## config.mk

```make
export PLATFORM = sky130hd
export DESIGN_NAME = rx_uart_flat
export DESIGN_NICKNAME = d
export VERILOG_FILES = /design/src/rtl/uart_pkg.sv /design/src/rtl/rx_uart_if.sv /design/src/rtl/uart_baud_tick.sv /design/src/rtl/rx_uart.sv /design/src/flat_wrapper.sv
export SDC_FILE = /design/constraint.sdc
export NUM_CORES = 1
export LEC_CHECK = 0
export ABC_AREA = 1
export BUFFER_PORTS_ARGS = -buffer_cell sky130_fd_sc_hd__buf_2
export CAP_MARGIN = 10
export CORE_MARGIN = 2
export CORE_UTILIZATION = 48
export CTS_CLUSTER_SIZE = 28
export DETAILED_ROUTE_END_ITERATION = 10
export PLACE_DENSITY = 0.68
export SYNTH_ARGS = -nofsm -noshare
export SYNTH_HDL_FRONTEND = slang
export SYNTH_SLANG_ARGS = --single-unit
```

## constraint.sdc

```tcl
create_clock -name Clock -period 3.57 [get_ports Clock]
set_clock_uncertainty 0.2 [all_clocks]
set_input_delay 1.071 -clock Clock [delete_from_list [all_inputs] [get_ports Clock]]
set_output_delay 1.071 -clock Clock [all_outputs]
set_load 0.02 [all_outputs]
```

## src/rtl/uart_pkg.sv

```systemverilog
// Shared UART definitions: oversampling ratio, baud select type, baud table,
// divisor helper and receiver state encoding. Used by rx_uart and uart_baud_tick.
package uart_pkg;

    localparam int OVERSAMPLE = 16;
    localparam int DIV_W      = 16;

    typedef logic [2:0] baud_sel_t;

    typedef enum logic [2:0] {
        IDLE,
        START,
        DATA,
        PARITY,
        STOP
    } rx_state_t;

    localparam int BAUD_TABLE [8] = '{1200, 2400, 4800, 9600, 19200, 38400, 57600, 115200};

    // Clocks per oversampling tick, rounded to nearest.
    function automatic logic [DIV_W-1:0] div_for(input int clk_hz, input baud_sel_t sel);
        int ticks_hz;
        ticks_hz = BAUD_TABLE[sel] * OVERSAMPLE;
        return DIV_W'((clk_hz + ticks_hz / 2) / ticks_hz);
    endfunction

endpackage

```

## src/rtl/rx_uart_if.sv

```systemverilog
// Receiver-side bundle: serial line and configuration in, byte and status out.
interface rx_uart_if;
    import uart_pkg::*;

    logic       RxIn;
    baud_sel_t  BaudSel;
    logic       ParEn;
    logic       Par;
    logic [7:0] DataOut;
    logic       Valid;
    logic       ParErr;
    logic       FrameErr;
    logic       Busy;

    modport slave  (input  RxIn, BaudSel, ParEn, Par,
                    output DataOut, Valid, ParErr, FrameErr, Busy);
    modport master (output RxIn, BaudSel, ParEn, Par,
                    input  DataOut, Valid, ParErr, FrameErr, Busy);

endinterface

```

## src/rtl/uart_baud_tick.sv

```systemverilog
// Oversampling tick divider: one-clock tick every div clocks; restart realigns
// the phase so the first tick lands div clocks after the restart cycle.
module uart_baud_tick
    import uart_pkg::*;
(
    input  logic             Clock,
    input  logic             Rst,
    input  logic             restart,
    input  logic [DIV_W-1:0] div,
    output logic             tick
);

    logic [DIV_W-1:0] cnt_reg;

    assign tick = !restart && (cnt_reg >= div - DIV_W'(1));

    // Free-running count, cleared on restart and on every tick.
    always_ff @(posedge Clock or negedge Rst) begin
        if (!Rst) begin
            cnt_reg <= '0;
        end else if (restart || tick) begin
            cnt_reg <= '0;
        end else begin
            cnt_reg <= cnt_reg + DIV_W'(1);
        end
    end

endmodule

```

## src/rtl/rx_uart.sv

```systemverilog
// UART receiver: 16x oversampled, 8N1 or 8 data + parity + 1 stop.
// Optional build macro RX_MAJORITY_EN: each bit decision is a 2-of-3 vote of
// three consecutive ticks around the nominal sample, decided one tick later.
module rx_uart
    import uart_pkg::*;
#(
    parameter int CLK_HZ     = 50000000,
    parameter int OVERSAMPLE = 16
)(
    input  logic      Clock,
    input  logic      Rst,
    rx_uart_if.slave  bus
);

    localparam logic [3:0] TC_LAST  = 4'(OVERSAMPLE - 1);
`ifdef RX_MAJORITY_EN
    localparam logic [3:0] START_TC = 4'(OVERSAMPLE / 2);
`else
    localparam logic [3:0] START_TC = 4'(OVERSAMPLE / 2 - 1);
`endif

    logic sync_reg, rxs, rxs_prev;
    logic fall, tick, restart, bit_val;

    rx_state_t        state_reg, state_next;
    logic [3:0]       tc_reg, tc_next;
    logic [2:0]       idx_reg, idx_next;
    logic [7:0]       shift_reg, shift_next;
    baud_sel_t        sel_reg, sel_next;
    logic             par_en_reg, par_en_next;
    logic             par_reg, par_next;
    logic             perr_reg, perr_next;
    logic [7:0]       data_reg, data_next;
    logic             par_err_reg, par_err_next;
    logic             frame_err_reg, frame_err_next;
    logic             valid_reg, valid_next;
    logic [DIV_W-1:0] div_tab [8];

    // Line synchroniser and previous-value flop for edge detection.
    always_ff @(posedge Clock or negedge Rst) begin
        if (!Rst) begin
            sync_reg <= 1'b1;
            rxs      <= 1'b1;
            rxs_prev <= 1'b1;
        end else begin
            sync_reg <= bus.RxIn;
            rxs      <= sync_reg;
            rxs_prev <= rxs;
        end
    end

    assign fall    = rxs_prev && !rxs;
    assign restart = (state_reg == IDLE) && fall;

    // Divisors are elaboration-time constants, selected by the latched rate.
    for (genvar gi = 0; gi < 8; gi++) begin : g_div
        assign div_tab[gi] = div_for(CLK_HZ, baud_sel_t'(gi));
    end

    uart_baud_tick u_tick (
        .Clock   (Clock),
        .Rst     (Rst),
        .restart (restart),
        .div     (div_tab[sel_reg]),
        .tick    (tick)
    );

`ifdef RX_MAJORITY_EN
    logic [1:0] hist_reg;

    // Line value at the two previous ticks, for the vote.
    always_ff @(posedge Clock or negedge Rst) begin
        if (!Rst) begin
            hist_reg <= 2'b11;
        end else if (tick) begin
            hist_reg <= {hist_reg[0], rxs};
        end
    end

    assign bit_val = (hist_reg[1] & hist_reg[0]) | (hist_reg[1] & rxs) | (hist_reg[0] & rxs);
`else
    assign bit_val = rxs;
`endif

    // Next-state and datapath decisions; everything holds unless a tick acts.
    always_comb begin
        state_next     = state_reg;
        tc_next        = tc_reg;
        idx_next       = idx_reg;
        shift_next     = shift_reg;
        sel_next       = sel_reg;
        par_en_next    = par_en_reg;
        par_next       = par_reg;
        perr_next      = perr_reg;
        data_next      = data_reg;
        par_err_next   = par_err_reg;
        frame_err_next = frame_err_reg;
        valid_next     = 1'b0;
        case (state_reg)
            IDLE: begin
                if (fall) begin
                    state_next  = START;
                    tc_next     = '0;
                    idx_next    = '0;
                    perr_next   = 1'b0;
                    sel_next    = bus.BaudSel;
                    par_en_next = bus.ParEn;
                    par_next    = bus.Par;
                end
            end
            START: begin
                if (tick) begin
                    if (tc_reg == START_TC) begin
                        tc_next    = '0;
                        state_next = bit_val ? IDLE : DATA;
                    end else begin
                        tc_next = tc_reg + 4'd1;
                    end
                end
            end
            DATA: begin
                if (tick) begin
                    if (tc_reg == TC_LAST) begin
                        tc_next    = '0;
                        shift_next = {bit_val, shift_reg[7:1]};
                        idx_next   = idx_reg + 3'd1;
                        if (idx_reg == 3'd7) begin
                            state_next = par_en_reg ? PARITY : STOP;
                        end
                    end else begin
                        tc_next = tc_reg + 4'd1;
                    end
                end
            end
            PARITY: begin
                if (tick) begin
                    if (tc_reg == TC_LAST) begin
                        tc_next    = '0;
                        perr_next  = ((^shift_reg) ^ bit_val) != par_reg;
                        state_next = STOP;
                    end else begin
                        tc_next = tc_reg + 4'd1;
                    end
                end
            end
            STOP: begin
                if (tick) begin
                    if (tc_reg == TC_LAST) begin
                        tc_next        = '0;
                        data_next      = shift_reg;
                        par_err_next   = perr_reg;
                        frame_err_next = !bit_val;
                        valid_next     = 1'b1;
                        state_next     = IDLE;
                    end else begin
                        tc_next = tc_reg + 4'd1;
                    end
                end
            end
            default: state_next = IDLE;
        endcase
    end

    // State, counters, latched configuration and output registers.
    always_ff @(posedge Clock or negedge Rst) begin
        if (!Rst) begin
            state_reg     <= IDLE;
            tc_reg        <= '0;
            idx_reg       <= '0;
            shift_reg     <= '0;
            sel_reg       <= '0;
            par_en_reg    <= 1'b0;
            par_reg       <= 1'b0;
            perr_reg      <= 1'b0;
            data_reg      <= '0;
            par_err_reg   <= 1'b0;
            frame_err_reg <= 1'b0;
            valid_reg     <= 1'b0;
        end else begin
            state_reg     <= state_next;
            tc_reg        <= tc_next;
            idx_reg       <= idx_next;
            shift_reg     <= shift_next;
            sel_reg       <= sel_next;
            par_en_reg    <= par_en_next;
            par_reg       <= par_next;
            perr_reg      <= perr_next;
            data_reg      <= data_next;
            par_err_reg   <= par_err_next;
            frame_err_reg <= frame_err_next;
            valid_reg     <= valid_next;
        end
    end

    assign bus.DataOut  = data_reg;
    assign bus.Valid    = valid_reg;
    assign bus.ParErr   = par_err_reg;
    assign bus.FrameErr = frame_err_reg;
    assign bus.Busy     = (state_reg != IDLE);

endmodule

```

## src/flat_wrapper.sv

```systemverilog
// flat-port wrapper written by rule: the top's interface ports become plain ports
module rx_uart_flat import uart_pkg::*;
#(
    parameter int CLK_HZ     = 50000000,
    parameter int OVERSAMPLE = 16
)
  (Clock, Rst, bus_RxIn, bus_BaudSel, bus_ParEn, bus_Par, bus_DataOut, bus_Valid, bus_ParErr, bus_FrameErr, bus_Busy);
  rx_uart_if bus_i ();
  input  logic Clock;
  input  logic Rst;
  input wire logic [$bits(bus_i.RxIn)-1:0] bus_RxIn;
  input wire logic [$bits(bus_i.BaudSel)-1:0] bus_BaudSel;
  input wire logic [$bits(bus_i.ParEn)-1:0] bus_ParEn;
  input wire logic [$bits(bus_i.Par)-1:0] bus_Par;
  output wire logic [$bits(bus_i.DataOut)-1:0] bus_DataOut;
  output wire logic [$bits(bus_i.Valid)-1:0] bus_Valid;
  output wire logic [$bits(bus_i.ParErr)-1:0] bus_ParErr;
  output wire logic [$bits(bus_i.FrameErr)-1:0] bus_FrameErr;
  output wire logic [$bits(bus_i.Busy)-1:0] bus_Busy;
  assign bus_i.RxIn = bus_RxIn;
  assign bus_i.BaudSel = bus_BaudSel;
  assign bus_i.ParEn = bus_ParEn;
  assign bus_i.Par = bus_Par;
  assign bus_DataOut = bus_i.DataOut;
  assign bus_Valid = bus_i.Valid;
  assign bus_ParErr = bus_i.ParErr;
  assign bus_FrameErr = bus_i.FrameErr;
  assign bus_Busy = bus_i.Busy;
  rx_uart #(.CLK_HZ(CLK_HZ), .OVERSAMPLE(OVERSAMPLE)) u_core (.Clock(Clock), .Rst(Rst), .bus(bus_i));
endmodule
```

== Word level (Yosys, flattened, before mapping) ==
Memory sizes are Yosys's and may differ from the RTL's.
Cells that the tools add are included.

* Add/subtract/negate cells: 4
* Order comparisons: 2
* Equality and inequality tests: 19
* Multiplexer cells: 33
* Bitwise gates (word level): 2
* Reductions and logical operators: 20

{| class="wikitable"
|+ Operators by type and width
! operator !! number
|-
| $mux W16 || 3
|-
| $mux W3 || 14
|-
| $mux W4 || 5
|-
| $add A16 B1 Y16 const B || 1
|-
| $ge A16 B16 Y1 || 1
|-
| $sub A16 B1 Y16 const B || 1
|-
| $pmux W3 S5 || 1
|-
| $ne A2 B1 Y1 const B || 7
|-
| $pmux W4 S3 || 1
|-
| $reduce_and A4 Y1 || 3
|-
| $reduce_and A10 Y1 || 1
|-
| $ne A2 B2 Y1 const B || 4
|-
| $reduce_xor A8 Y1 || 1
|-
| $eq A3 B2 Y1 const B || 2
|-
| $eq A3 B3 Y1 const B || 2
|-
| $mux W1 || 6
|-
| $pmux W3 S2 || 1
|-
| $reduce_and A3 Y1 || 2
|-
| $reduce_bool A3 Y1 || 2
|-
| $add A4 B1 Y4 const B || 1
|-
| $eq A4 B3 Y1 const B || 1
|-
| $eq A4 B4 Y1 const B || 1
|-
| $ge A4 B4 Y1 const B || 1
|-
| $not A3 Y4 || 1
|-
| 13 further kinds || 17
|}

* Register bits: 54
* Bits in read-only memories: 128
* Input bits: 8
* Output and inout bits: 12
* Word-level logic and storage cells: 97
* Memories kept: 1

{| class="wikitable"
|+ Memories
! name !! depth !! bits a word !! read ports !! clocked after memory_dff !! write ports !! line !! text
|-
| (no name shown) || 8 || 16 || 1 || 0 || 0 || rx_uart.sv:64 || <nowiki>.div (div_tab[sel_reg]),</nowiki>
|}

== Logic depth before layout (Yosys ltp) ==
* Word-level depth: 9
* Mapped depth: 21
* Mapped depth without buffers: 21

== Cells and area by module ==
Synthesis repeated with hierarchy kept, for this count alone.

* Cells, all modules: 465
* Area total of the unflattened synthesis: 3563.4 um2

{| class="wikitable"
|+ By module, submodules not included
! module !! times used !! cells an instance !! area an instance (um2) !! sequential area each (um2)
|-
| rx_uart || 1 || 252 || 1988.2 || 954.7
|-
| uart_baud_tick || 1 || 213 || 1575.3 || 400.4
|}

== Worst setup path after synthesis ==
OpenSTA, ideal clock, no wires.

* Path kind: register to register
* Start point: register u_core.sel_reg[0]
* End point: register u_core.shift_reg[2]
* Library setup time: 118 ps
* Data arrival time: 2254 ps
* Required time: 3252 ps
* Path slack: 998 ps
* Cell stages (with the launch flop): 21
* Buffers on the path: 1
* Clock period less this slack: 2572 ps
* Cell sequence: dfrtp_1 -> inv_1 -> nand3_1 -> o21a_1 -> ha_1 -> xnor2_1 -> ha_1 -> nand2_1 -> inv_1 -> nand2_1 -> nand2_1 -> nand2_1 -> nand2_1 -> nand2_2 -> nand2_4 -> nand3_4 -> inv_6 -> nand2_4 -> buf_6 -> nand2_2 -> o21ai_2

* Word-level cells in the longest chain between the ends: 8

{| class="wikitable"
|+ Ends and longest elaborated chain
! item !! line !! text
|-
| from (decl) || rx_uart.sv:29 || <nowiki>baud_sel_t sel_reg, sel_next;</nowiki>
|-
| from (signal assigned) || rx_uart.sv:184 || <nowiki>sel_reg <= sel_next;</nowiki>
|-
| $not A3 Y4 (not written as such) || rx_uart.sv:64 ||
|-
| $mem_v2 Z8 W16 || n/a ||
|-
| $mux W16 (not written as such) (2 in series) || rx_uart.sv:64 ||
|-
| $sub A16 B1 Y16 || uart_baud_tick.sv:15 || <nowiki>assign tick = !restart && (cnt_reg >= div - DIV_W'(1));</nowiki>
|-
| $ge A16 B16 Y1 || uart_baud_tick.sv:15 ||
|-
| $logic_and A1 B1 Y1 || uart_baud_tick.sv:15 ||
|-
| $reduce_and A3 Y1 (no source line) || n/a ||
|-
| to (signal assigned) || rx_uart.sv:183 || <nowiki>shift_reg <= shift_next;</nowiki>
|-
| to (decl) || rx_uart.sv:28 || <nowiki>logic [7:0] shift_reg, shift_next;</nowiki>
|}

Every way passes these cells. The select of a mux whose other input is x is not followed.
A chain may end at the register's enable or synchronous reset.

== Final worst setup path ==
* Start point: register u_core.sel_reg[0]
* End point: register u_core.state_reg[0]

* Word-level cells in the longest chain between the ends: 9
* Elaborated cells on any way between the ends: 12
* Classes of those cells: 1 x add/sub; 1 x order compare; 4 x eq/ne; 2 x mux; 1 x bitwise; 2 x reduce/logical; 1 x memory

{| class="wikitable"
|+ Ends and longest elaborated chain
! item !! line !! text
|-
| $not A3 Y4 (not written as such) (*) || rx_uart.sv:64 ||
|-
| $mem_v2 Z8 W16 (*) || n/a ||
|-
| $mux W16 (not written as such) (*) (2 in series) || rx_uart.sv:64 ||
|-
| $sub A16 B1 Y16 (*) || uart_baud_tick.sv:15 ||
|-
| $ge A16 B16 Y1 (*) || uart_baud_tick.sv:15 ||
|-
| $logic_and A1 B1 Y1 (*) || uart_baud_tick.sv:15 ||
|-
| $ne A2 B2 Y1 (no source line) || n/a ||
|-
| $reduce_and A10 Y1 (no source line) (*) || n/a ||
|-
| to (signal assigned) || rx_uart.sv:180 || <nowiki>state_reg <= state_next;</nowiki>
|-
| to (decl) || rx_uart.sv:25 || <nowiki>rx_state_t state_reg, state_next;</nowiki>
|}

Mark *: on every way between the ends. The rest lies on a longest branch, timed or not. The select of a mux whose other input is x is not followed.

==> reports/qor.log <==
qor: finish.fin_area 3294 um^2
qor: power_and_ir_drop.p_clk_share 18.8%
qor: power_and_ir_drop.worst_ir_drop_vdd 0.0002920 V
qor: timing.fmax 0.3552 GHz
qor: timing.hold_viol_final 0
qor: finish.largest_register_ffs 16
qor: power_and_ir_drop.power_report.internal_total 1.096 mW
qor: worst_setup_path.worst_path_max_fanout 7
qor: die.fp.coreArea 5991 um^2
qor: cts.cts-htree-levels 2
qor: worst_setup_path.crit_path_buffers_inverters 1
qor: cts.post_cts_resized 0
qor: grt.grt_util_met2 26.03%
qor: grt.met1_usage 23.93%
qor: cts.cts_buffers 5
qor: worst_setup_path.regToRegSetupSlack 0.75 ns
qor: worst_setup_path.end_kind register
qor: finish.num_antenna_cells 0
qor: worst_setup_path.most_frequent_cp_cell sky130_fd_sc_hd__nand2_1
qor: die.dieArea 6941 um^2
qor: power_and_ir_drop.power.share.combinational 41.2%
qor: cts.hold_buffers 0
qor: grt.grt_use_met3 3.082%
qor: yosys.synth-warning-count 0
qor: finish.total_number_of_nets_in_the_final_design 409
qor: yosys.synth_enable_flop_cells 0
qor: route.number_of_search_and_repair_iterations_in_the_first_detailed_routing_pass 4
qor: grt.grt-ovfl-total 0
qor: worst_setup_path.cp_data_arrival_time 2.82 ns
qor: finish.layout_commonest_cell sky130_fd_sc_hd__nand2_1
qor: timing.finalMaxSlewViolations 0
qor: worst_setup_path.category_of_cells_accounting_for_the_largest_share_of_critical_path_delay simple AND/OR/NAND/NOR gates
qor: finish.layout_cells_sized_above_1 20.00%
qor: timing.layout_min_cycle_time 2.816 ns
qor: yosys.synthArstFlopShare 100.0%
qor: die.start_util 50.40%
qor: worst_setup_path.crit_path_start_kind register
qor: grt.grt_antenna_before_repair 0
qor: placement.gp_weighted_congestion 0.8807
qor: status.status finished, final reports clean
qor: placement.portBuffers 19
qor: route.antenna_violating_nets_post_route 0
qor: grt.grt_max_degree 31
qor: die.num_rows 28
qor: worst_setup_path.path_class reg2reg
qor: timing.fin_hold_ws 0.1555 ns
qor: die.fp.dieW 83.31 um
qor: timing.setup_viol 0
qor: yosys.avgSynthCellArea 8.457 um^2
qor: worst_setup_path.crit_required 3.57 ns
qor: grt.grt_pass1_wl 9.666 mm
qor: placement.dp_hpwl 4.223 mm
qor: die.die_h 83.31 um
qor: worst_setup_path.crit_path_cell_trace inv_1, nor2_1, nor3_1, ha_1, ha_1, nand2_1, nand2_1, nand2_1, nand2_1, nand2_1, nand2_1, nand2_2, nand2_4, nand3_4, nand2_1, nand3_1, nand2_1, nand2_1
qor: power_and_ir_drop.total_power 1.836 mW
qor: finish.mostFrequentLayoutCells sky130_fd_sc_hd__nand2_1 (92), sky130_fd_sc_hd__dfrtp_1 (51), sky130_fd_sc_hd__inv_1 (42), sky130_fd_sc_hd__nor2_1 (31), sky130_fd_sc_hd__buf_2 (19)
qor: power_and_ir_drop.p_sw 739.5 uW
qor: yosys.seq_area_frac_synth 44.88%
qor: timing.finalCritPeriodShare 78.87%
qor: power_and_ir_drop.cellLeakagePower 1.684 nW
qor: flow_run.cap_viol_max_count 0
qor: timing.worst_slew_pin_slew 0.6517 ns
qor: power_and_ir_drop.power_per_cell_area 557.2 nW/um^2
qor: route.initialDrtViolationCount 78
qor: cts.clkLatencyLatePin 0.30 ns
qor: yosys.synth.area.top_cells sky130_fd_sc_hd__dfrtp_1 (42%), sky130_fd_sc_hd__nand2_1 (11%), sky130_fd_sc_hd__ha_1 (7.0%)
qor: route.drcViolationCount 0
qor: route.detail_route.vias_per_cell 4.967
qor: worst_setup_path.critPathMaxStageDelay 0.41 ns
qor: placement.dpl.cell_count 452
qor: cts.post-cts-setup-buffers 0
qor: finish.layout-area-overhead-vs-synth 9.117%
qor: grt.first_global_vias 2130
qor: cts.cts_root_buf sky130_fd_sc_hd__clkbuf_8
qor: power_and_ir_drop.seq_power_share 40.0%
qor: yosys.yosys_register_bits 54
qor: timing.grt_setup_unrepaired false
qor: route.drt-total-wl 5.388 mm
qor: placement.placement.cell_area 3203 um^2
qor: yosys.yosysUniqueCellTypes 38
qor: cts.cts_num_sinks 54
qor: timing.worst_slew_margin_relative_to_its_limit 56.55%
qor: yosys.synthesis.instances 357
qor: timing.timing.setup.tns 0 ns
qor: power_and_ir_drop.sw_share 40.29%
qor: worst_setup_path.critical-path-slowest-cell sky130_fd_sc_hd__dfrtp_1
qor: die.io_pins 20
qor: cts.clkTransAtPathRegs 0.09 ns
qor: cts.clock_path_buffers 2
qor: cts.tritoncts done
qor: grt.gr-usage-all-layers 16.69%
qor: yosys.cell_type_contributing_the_most_total_cell_area_after_synthesis sky130_fd_sc_hd__dfrtp_1
qor: hold_path.hold_path.class reg2reg
qor: route.routed_wire_length_per_instance 11.71 um
qor: route.vias 2285
qor: grt.grt_most_used_layer met2
qor: yosys.dominantRegCellSynth sky130_fd_sc_hd__dfrtp_1
qor: finish.final_cells 460
qor: yosys.yosys.area.top_type_share 42.27%
qor: yosys.synth_area 3019 um^2
-- final timing paths --
check	startpoint	to	cells after the start
worst max-delay path	u_core.sel_reg[0]	u_core.state_reg[0]	18
worst min-delay path	u_core.sync_reg	u_core.bit_val	0
worst max register to register	u_core.sel_reg[0]	u_core.state_reg[0]	18
worst min register to register	u_core.sync_reg	u_core.bit_val	0
max in group asynchronous	Rst	u_core.shift_reg[6]	2
min in group asynchronous	Rst	u_core.u_tick.cnt_reg[5]	1
-- power by group through the flow --
stage	combinational [mW]	sequential [mW]	clock, mW
after floorplan	0.599	0.731	0
after global placement	0.734	0.743	0
after detailed placement	0.751	0.744	0
after CTS	0.756	0.733	0.357
after global routing	0.884	0.743	0.382
final	0.757	0.733	0.345
-- synth_stat cells (3+ instances only) --
library cell              number
sky130_fd_sc_hd__xnor2_1       8
sky130_fd_sc_hd__xor2_1        3
sky130_fd_sc_hd__dfrtp_1      51
sky130_fd_sc_hd__nor3b_1       3
sky130_fd_sc_hd__o21ai_0      15
sky130_fd_sc_hd__nand2_2       9
sky130_fd_sc_hd__nor3_1        7
sky130_fd_sc_hd__o21ai_2      15
sky130_fd_sc_hd__nand2_1      92
sky130_fd_sc_hd__nand3_1      14
sky130_fd_sc_hd__a21oi_1      11
sky130_fd_sc_hd__inv_2         5
sky130_fd_sc_hd__ha_1         17
sky130_fd_sc_hd__inv_1        42
sky130_fd_sc_hd__dfstp_2       3
sky130_fd_sc_hd__nor2_1       31
sky130_fd_sc_hd__o21a_1        3
-- layer usage --
layer  vias up  share of wire [%]
met5         -                  0
met4         0                1.0
met3         6                4.0
met2        36                 45
met1      1058                 50
li1       1185                  -
-- cell type report --
| type | count | area, um^2 |
|---|---|---|
| Fill cell | 561 | 2696 |
| Multi-Input combinational cell | 252 | 1449 |
| Sequential cell | 54 | 1355 |
| Inverter | 50 | 195.2 |
| Timing Repair Buffer | 21 | 110.1 |
| Tap cell | 75 | 93.84 |
| Clock buffer | 7 | 86.33 |
| Clock inverter | 1 | 5.005 |
-- stage by stage --
step                      util [%]  setup slack [ns]
final                        54.99            0.7544
after global routing         54.99            0.5434
after CTS                    54.99            0.7735
after detailed placement     53.47            0.8058
after global placement       53.47            0.8771
after floorplan                  -            0.9980
-- kinds of logic after synthesis --
kind of cell	count (synthesis)	share of synthesized area [%]
simple gates	172	26.73
xor+xnor	11	3.191
buf+inv	53	7.377
fa+ha+maj	17	7.045
flops	54	44.88
other cells	1	0.1242
compound gates	49	10.65
No activity file was read; power rests on OpenSTA's default activity.
